--- config.mk ---
export PLATFORM = sky130hd
export DESIGN_NAME = cp0
export DESIGN_NICKNAME = d
export VERILOG_FILES = /design/src/rtl/cp0_pkg.sv /design/src/rtl/cp0_timer.sv /design/src/rtl/cp0.sv
export SDC_FILE = /design/constraint.sdc
export NUM_CORES = 1
export LEC_CHECK = 0
export ABC_AREA = 1
export ABC_CLOCK_PERIOD_IN_PS = 3300
export BUFFER_PORTS_ARGS = -buffer_cell sky130_fd_sc_hd__buf_2
export CORE_MARGIN = 2
export CORE_UTILIZATION = 53
export DETAILED_ROUTE_END_ITERATION = 16
export GPL_TIMING_DRIVEN = 0
export PLACE_DENSITY_LB_ADDON = 0.05
export SETUP_SLACK_MARGIN = 0.4
export SKIP_CTS_REPAIR_TIMING = 1
export SYNTH_ARGS = -nofsm -noshare
export SYNTH_HDL_FRONTEND = slang
export SYNTH_HIERARCHICAL = 1
export SYNTH_SLANG_ARGS = --single-unit
--- constraint.sdc ---
create_clock -name clk -period 3.3 [get_ports clk]
set_input_delay 0.33 -clock clk [delete_from_list [all_inputs] [get_ports clk]]
set_output_delay 0.33 -clock clk [all_outputs]
set_load 0.02 [all_outputs]
--- src/rtl/cp0_pkg.sv ---
// Shared CP0 constants: register numbers, exception codes, field positions, handler vector.
// Optional timer support is selected with the CP0_TIMER_EN macro.
package cp0_pkg;

   localparam logic [31:0] PRID_VAL     = 32'h4652_4B00;
   localparam logic [31:0] HANDLER_ADDR = 32'h0000_4180;

   localparam logic [4:0] REG_COUNT   = 5'd9;
   localparam logic [4:0] REG_COMPARE = 5'd11;
   localparam logic [4:0] REG_SR      = 5'd12;
   localparam logic [4:0] REG_CAUSE   = 5'd13;
   localparam logic [4:0] REG_EPC     = 5'd14;
   localparam logic [4:0] REG_PRID    = 5'd15;

   localparam logic [4:0] EXC_INT     = 5'd0;
   localparam logic [4:0] EXC_ADEL    = 5'd4;
   localparam logic [4:0] EXC_ADES    = 5'd5;
   localparam logic [4:0] EXC_SYSCALL = 5'd8;
   localparam logic [4:0] EXC_RI      = 5'd10;
   localparam logic [4:0] EXC_OV      = 5'd12;

   localparam int SR_IE        = 0;
   localparam int SR_EXL       = 1;
   localparam int SR_IM_LO     = 10;
   localparam int SR_IM_HI     = 15;
   localparam int CAUSE_EXC_LO = 2;
   localparam int CAUSE_EXC_HI = 6;
   localparam int CAUSE_IP_LO  = 10;
   localparam int CAUSE_IP_HI  = 15;
   localparam int CAUSE_BD     = 31;

   // A delay-slot victim restarts at its branch, and EPC is always word aligned.
   function automatic logic [31:0] epc_capture(input logic [31:0] vpc, input logic bd);
      logic [31:0] pc;
      pc = bd ? (vpc - 32'd4) : vpc;
      return {pc[31:2], 2'b00};
   endfunction

endpackage

--- src/rtl/cp0_timer.sv ---
// Count/Compare timer for CP0; only present when CP0_TIMER_EN is defined.
// TI latches on Count == Compare and is cleared by any accepted write to Compare.
`ifdef CP0_TIMER_EN
module cp0_timer
   import cp0_pkg::*;
(
   input  logic        clk,
   input  logic        reset,
   input  logic        wr_en_i,
   input  logic [4:0]  addr_i,
   input  logic [31:0] data_i,
   output logic [31:0] count_o,
   output logic [31:0] compare_o,
   output logic        ti_o
);

   logic [31:0] count_q, count_d;
   logic [31:0] compare_q, compare_d;
   logic        ti_q, ti_d;

   always_comb begin
      count_d   = count_q + 32'd1;
      compare_d = compare_q;
      ti_d      = ti_q;
      if (count_q == compare_q) ti_d = 1'b1;
      if (wr_en_i && addr_i == REG_COUNT) count_d = data_i;
      if (wr_en_i && addr_i == REG_COMPARE) begin
         compare_d = data_i;
         ti_d      = 1'b0;
      end
   end

   always_ff @(posedge clk) begin
      if (reset) begin
         count_q   <= '0;
         compare_q <= '0;
         ti_q      <= 1'b0;
      end else begin
         count_q   <= count_d;
         compare_q <= compare_d;
         ti_q      <= ti_d;
      end
   end

   assign count_o   = count_q;
   assign compare_o = compare_q;
   assign ti_o      = ti_q;

endmodule
`endif

--- src/rtl/cp0.sv ---
// MIPS coprocessor 0: SR/Cause/EPC/PRId, interrupt vs exception arbitration, eret target.
// Define CP0_TIMER_EN to add Count/Compare with the timer interrupt on IP[5].
module cp0
   import cp0_pkg::*;
(
   input  logic        clk,
   input  logic        reset,
   input  logic        En,
   input  logic [4:0]  CP0Addr,
   input  logic [31:0] CP0In,
   output logic [31:0] CP0Out,
   input  logic [31:0] VPC,
   input  logic        BDIn,
   input  logic [4:0]  ExcCodeIn,
   input  logic [5:0]  HWInt,
   input  logic        EXLClr,
   output logic [31:0] EPCOut,
   output logic        Req
);

   logic [5:0]  im_q, im_d;
   logic        exl_q, exl_d;
   logic        ie_q, ie_d;
   logic        bd_q, bd_d;
   logic [5:0]  ip_q, ip_d;
   logic [4:0]  exc_code_q, exc_code_d;
   logic [31:0] epc_q, epc_d;

   logic [5:0]  ip_in;
   logic        int_req, exc_req, wr_en;
   logic [31:0] count_val, compare_val;

   assign wr_en = En & ~Req;

`ifdef CP0_TIMER_EN
   logic ti;

   cp0_timer u_timer (
      .clk       (clk),
      .reset     (reset),
      .wr_en_i   (wr_en),
      .addr_i    (CP0Addr),
      .data_i    (CP0In),
      .count_o   (count_val),
      .compare_o (compare_val),
      .ti_o      (ti)
   );

   assign ip_in = {HWInt[5] | ti, HWInt[4:0]};
`else
   assign count_val   = '0;
   assign compare_val = '0;
   assign ip_in       = HWInt;
`endif

   assign int_req = ie_q & ~exl_q & (|(ip_in & im_q));
   assign exc_req = ~exl_q & (ExcCodeIn != 5'd0);
   assign Req     = ~reset & (int_req | exc_req);

   always_comb begin
      im_d       = im_q;
      exl_d      = exl_q;
      ie_d       = ie_q;
      bd_d       = bd_q;
      ip_d       = ip_in;
      exc_code_d = exc_code_q;
      epc_d      = epc_q;
      if (Req) begin
         exl_d      = 1'b1;
         bd_d       = BDIn;
         exc_code_d = int_req ? EXC_INT : ExcCodeIn;
         epc_d      = epc_capture(VPC, BDIn);
      end else begin
         if (EXLClr) exl_d = 1'b0;
         if (wr_en) begin
            case (CP0Addr)
               REG_SR: begin
                  im_d  = CP0In[SR_IM_HI:SR_IM_LO];
                  exl_d = CP0In[SR_EXL];
                  ie_d  = CP0In[SR_IE];
               end
               REG_CAUSE: begin
                  bd_d       = CP0In[CAUSE_BD];
                  exc_code_d = CP0In[CAUSE_EXC_HI:CAUSE_EXC_LO];
               end
               REG_EPC: epc_d = CP0In;
               default: ;
            endcase
         end
      end
   end

   always_ff @(posedge clk) begin
      if (reset) begin
         im_q       <= '0;
         exl_q      <= 1'b0;
         ie_q       <= 1'b0;
         bd_q       <= 1'b0;
         ip_q       <= '0;
         exc_code_q <= '0;
         epc_q      <= '0;
      end else begin
         im_q       <= im_d;
         exl_q      <= exl_d;
         ie_q       <= ie_d;
         bd_q       <= bd_d;
         ip_q       <= ip_d;
         exc_code_q <= exc_code_d;
         epc_q      <= epc_d;
      end
   end

   always_comb begin
      CP0Out = '0;
      case (CP0Addr)
         REG_COUNT:   CP0Out = count_val;
         REG_COMPARE: CP0Out = compare_val;
         REG_SR: begin
            CP0Out[SR_IM_HI:SR_IM_LO] = im_q;
            CP0Out[SR_EXL]            = exl_q;
            CP0Out[SR_IE]             = ie_q;
         end
         REG_CAUSE: begin
            CP0Out[CAUSE_BD]                  = bd_q;
            CP0Out[CAUSE_IP_HI:CAUSE_IP_LO]   = ip_q;
            CP0Out[CAUSE_EXC_HI:CAUSE_EXC_LO] = exc_code_q;
         end
         REG_EPC:  CP0Out = epc_q;
         REG_PRID: CP0Out = PRID_VAL;
         default:  CP0Out = '0;
      endcase
   end

   // Forward an in-flight mtc0 EPC so a back-to-back eret sees the new target.
   assign EPCOut = (En && CP0Addr == REG_EPC) ? {CP0In[31:2], 2'b00} : epc_q;

endmodule
## Word level (Yosys, flattened, before mapping)

Index checks and enable logic that the tools add are counted.
W data, S select, Z words.

- Register bits after elaboration: 52
- Word-level logic and storage cells: 56
- Input port bits: 85

- Bitwise operators: 10
- Equal/unequal tests: 4
- Reduce and logical (&&, ||, !) cells: 11
- Mux-type cells: 22
- Add/sub/neg operators: 1

Operator list:

| operator | number |
|---|---|
| $mux W32 | 5 |
| $sub A32 B3 Y32 const B | 1 |
| $pmux W15 S2 | 1 |
| $pmux W6 S4 | 1 |
| $eq A5 B4 Y1 const B | 4 |
| $mux W5 | 4 |
| $pmux W5 S2 | 1 |
| $mux W1 | 7 |
| $and A6 B6 Y6 | 1 |
| $pmux W3 S2 | 1 |
| $reduce_and A2 Y1 | 3 |
| $reduce_bool A2 Y1 | 3 |
| $reduce_or A6 Y1 | 1 |
| $and A1 B1 Y1 | 5 |
| $reduce_bool A5 Y1 | 1 |
| $pmux W2 S2 | 1 |
| $not A1 Y1 | 3 |
| $reduce_and A3 Y1 | 1 |
| $pmux W1 S2 | 1 |
| $reduce_or A2 Y1 | 1 |
| $logic_and A1 B1 Y1 | 1 |
| $or A1 B1 Y1 | 1 |

## Logic depth before layout (Yosys ltp)

- Depth after elaboration: 9
- Gate-level depth with buffers: 13
- Depth with buffers taken out: 13

## Worst setup path before layout

Ideal clock, no wire load.

- Path kind: input -> output
- Start: input port En
- End: output port EPCOut[19]
- Path slack: 1,490 ps
- Buffers on the path: 3
- Data required time: 2,970 ps
- Stages on the path: 6
- Data arrival time: 1,480 ps
- Cells stage by stage: buf_2 > inv_1 > nor2_4 > buf_4 > clkbuf_1 > o21ai_0

- Cells in the longest elaborated chain, start to end: 2

Ends and longest elaborated chain:

| item | RTL line | source |
|---|---|---|
| start, declared | cp0.sv:8 | `input logic En,` |
| $logic_and A1 B1 Y1 | cp0.sv:135 | `assign EPCOut = (En && CP0Addr == REG_EPC) ? {CP0In[31:2], 2'b00} : epc_q;` |
| $mux W32 | cp0.sv:135 |  |
| end, declared | cp0.sv:17 | `output logic [31:0] EPCOut,` |

Every way passes these cells.

## Worst setup path in the final report

- Start: input port CP0Addr[0]
- End: output port EPCOut[27]

- Cells in the longest elaborated chain, start to end: 3

Ends and longest elaborated chain:

| item | RTL line | source |
|---|---|---|
| start, declared | cp0.sv:9 | `input logic [4:0] CP0Addr,` |
| $eq A5 B4 Y1 | cp0.sv:135 |  |
| $logic_and A1 B1 Y1 | cp0.sv:135 |  |
| $mux W32 | cp0.sv:135 |  |

Every way passes these cells.

==> flow_metrics.env <==
export IMPL_clock_latency_ns=0.31
export IMPL_multi_input_area_um2=2206
export IMPL_initial_core_util_pct=55.36
export IMPL_worst_path_max_fanout=10
export IMPL_outcome="finished clean"
export IMPL_final_area_um2=4742
export IMPL_rsz0062_at_grt="false"
export IMPL_synth_cell_types=39
export IMPL_cts_buffers=5
export IMPL_rows=30
export IMPL_utilization_pct=69.03
export IMPL_via_per_inst=5.419
export IMPL_synth_edf_count=0
export IMPL_ant_nets=0
export IMPL_fin_skew_ns=0.004803
export IMPL_seqCellArea_um2=1041
export IMPL_netlist_instances=610
export IMPL_cts_buffer_depth=2
export IMPL_wirelength_um=13110
export IMPL_antenna_found_initial=0
export IMPL_clock_sinks=52
export IMPL_grt_pass1_vias=4278
export IMPL_period_share_pct=68.07
export IMPL_core_area_um2=6869
export IMPL_wl_per_cell_um=15.26
export IMPL_vias=4655
export IMPL_critPathLaunchType="primary input"
export IMPL_worst_setup_path_type="primary input to output pin"
export IMPL_hold_path_depth=3
export IMPL_worstMarginPinSlew_ns=0.7169
export IMPL_p_per_area_nw_per_um2=321.7
export IMPL_dp_hpwl_um=10360
export IMPL_drive_gt1_share_pct=28.70
export IMPL_fmax_mhz=445.2
export IMPL_grt_overflow=0
export IMPL_avgSynthCellArea_um2=6.233
export IMPL_synth_top_area_share_pct=27.38
export IMPL_slew_headroom_pct=52.20
export IMPL_netlist_area_um2=3802
export IMPL_syn_to_final_growth_pct=24.71
export IMPL_num_fill_cells=664
export IMPL_worstPathRequired_ns=2.97
export IMPL_ys_async_sr_fraction_pct=0
export IMPL_synth_area_leader_cell="dfxtp_1"
export IMPL_fp_dieH_um=88.70
export IMPL_clk_pin_slew_ns=0.10
export IMPL_die_w_um=88.70
export IMPL_synth_area_leaders="dfxtp_1, nand2_1, inv_1, o21ai_0, nor2_1"
export IMPL_cap_violations=0
export IMPL_period_minus_slack_ns=2.246
export IMPL_finalMaxSlewViolations=0
export IMPL_tns_ns=0
export IMPL_power_uw=1525
export IMPL_cts_htree_levels=2
export IMPL_yosysSeqAreaShare_pct=27.38
export IMPL_final_common_cell="buf_2"
export IMPL_ir_worst_vdd_mv=0.1952
export IMPL_final_cell_mix="buf_2, nand2_1, inv_1, nor2_1"
export IMPL_ys_warn_count=6
export IMPL_die_area_um2=7868
export IMPL_gp_congestion=0.9381
export IMPL_grt_use_total_pct=32.93
export IMPL_postPlaceCellArea_um2=4648
export IMPL_holdCritPathClass="primary input to register"
export IMPL_cts_root_buf="clkbuf_8"
export IMPL_cts_tree="built"
export IMPL_io_buffers=145
export IMPL_io_pins=150
export IMPL_nets=848
export IMPL_synthFlopType="dfxtp_1"
export IMPL_diodes=0
export IMPL_grt_pass1_wl_um=20040
export IMPL_end_kind="output pin"
export IMPL_drtIter0Drc=246
export IMPL_grt_max_degree=16
export IMPL_p_leak_uw=0.002452
export IMPL_ys_ff_latch=52
export IMPL_reg2regPathDepth=9
export IMPL_hold_viol=0
export IMPL_synthesis_nets=696
export IMPL_drcViolationCount=0
export IMPL_dr_pass1_iters=5
export IMPL_cp_arrival_ns=1.92
export IMPL_finalSetupViolations=0
[path summary, 6_finish.rpt]
check,from,to,slack (ns)
max reg2reg,im_q[0]$_SDFFE_PP0P_,epc_q[16]$_SDFFE_PP0P_,1.59
min,HWInt[5],ip_q[5]$_SDFF_PP0_,0.23
max,CP0Addr[0],EPCOut[27],1.05
min reg2reg,epc_q[5]$_SDFFE_PP0P_,epc_q[5]$_SDFFE_PP0P_,0.48
[cell type report]
type                    instances  area share, %
well taps                      96          2.533
inverters                      92          7.361
flip-flops and latches         52          21.95
repair buffers                145          15.30
clock inverters                 1         0.1583
clock buffers                   7          1.821
multi-input cells             440          46.52
plain buffers                  26          4.354
[power breakdown]
part	internal (uW)	switching, uW	leakage, uW
logic	157	280	0.00198
clock network	171	227	0.0000445
registers	671	19.6	0.000429
[synthesized netlist by cell type (2+ instances only)]
library cell and count:
nand3_1 44, nand2_2 10, nand4_1 20, o21ai_2 5, inv_2 4, nor2_2 10, xor2_1 7, o21ai_1 12
clkbuf_1 8, buf_2 3, dfxtp_1 52, inv_1 85, buf_12 3, nand2_1 144, o211ai_1 5, o2111ai_1 2
o22ai_1 3, xnor2_1 3, nor3_1 6, nor2_4 3, a21oi_2 3, o21ai_0 52, a211oi_2 2, a21oi_1 31
buf_6 4, a31oi_1 3, nand3_2 7, buf_4 7, nor2_1 59, nand2_4 4
[metal layers]
layer  global-route usage (%)  wire, um  part of all wire [%]
met5                        0         0                     0
met3                    5.504      1079                   8.2
met2                    56.51      6233                    48
met1                    40.23      5425                    41
met4                    14.88       371                   2.8
[registers in the layout, indices dropped and copies added, names as in the netlist]
name / flops
exc_code_q: 5
ie_q: 1
epc_q: 32
bd_q: 1
im_q: 6
exl_q: 1
ip_q: 6
[worst max-delay path: stages]
cell and delay [ns]:
buf_2 0.10, nor2_1 0.16, nand2_2 0.14, nor2_4 0.20, buf_4 0.24, clkbuf_1 0.39, o21ai_0 0.16, buf_2 0.18
[logic make-up after synthesis]
| kind of cell | Yosys count | share of synthesized area (%) |
|---|---|---|
| buffers and inverters | 118 | 14.61 |
| AO/OA/AOI/OAI | 121 | 18.07 |
| flip-flops | 52 | 27.38 |
| XOR/XNOR | 10 | 2.304 |
| AND/OR/NAND/NOR | 308 | 37.31 |
| adder cells (fa/ha/maj) | 1 | 0.3290 |
[per-stage QoR]
stage / hold WS (ns) / setup WS (ns) / cells
final: 0.2271 / 1.054 / 859
after CTS: 0.2307 / 1.107 / 859
after global routing: 0.2327 / 0.8971 / 859
after global placement: 0.4530 / 1.161 / 851
after detailed placement: 0.4588 / 1.117 / 851
after floorplan: 0.4370 / 1.490 / 610
(Power assumes the default switching activity.)
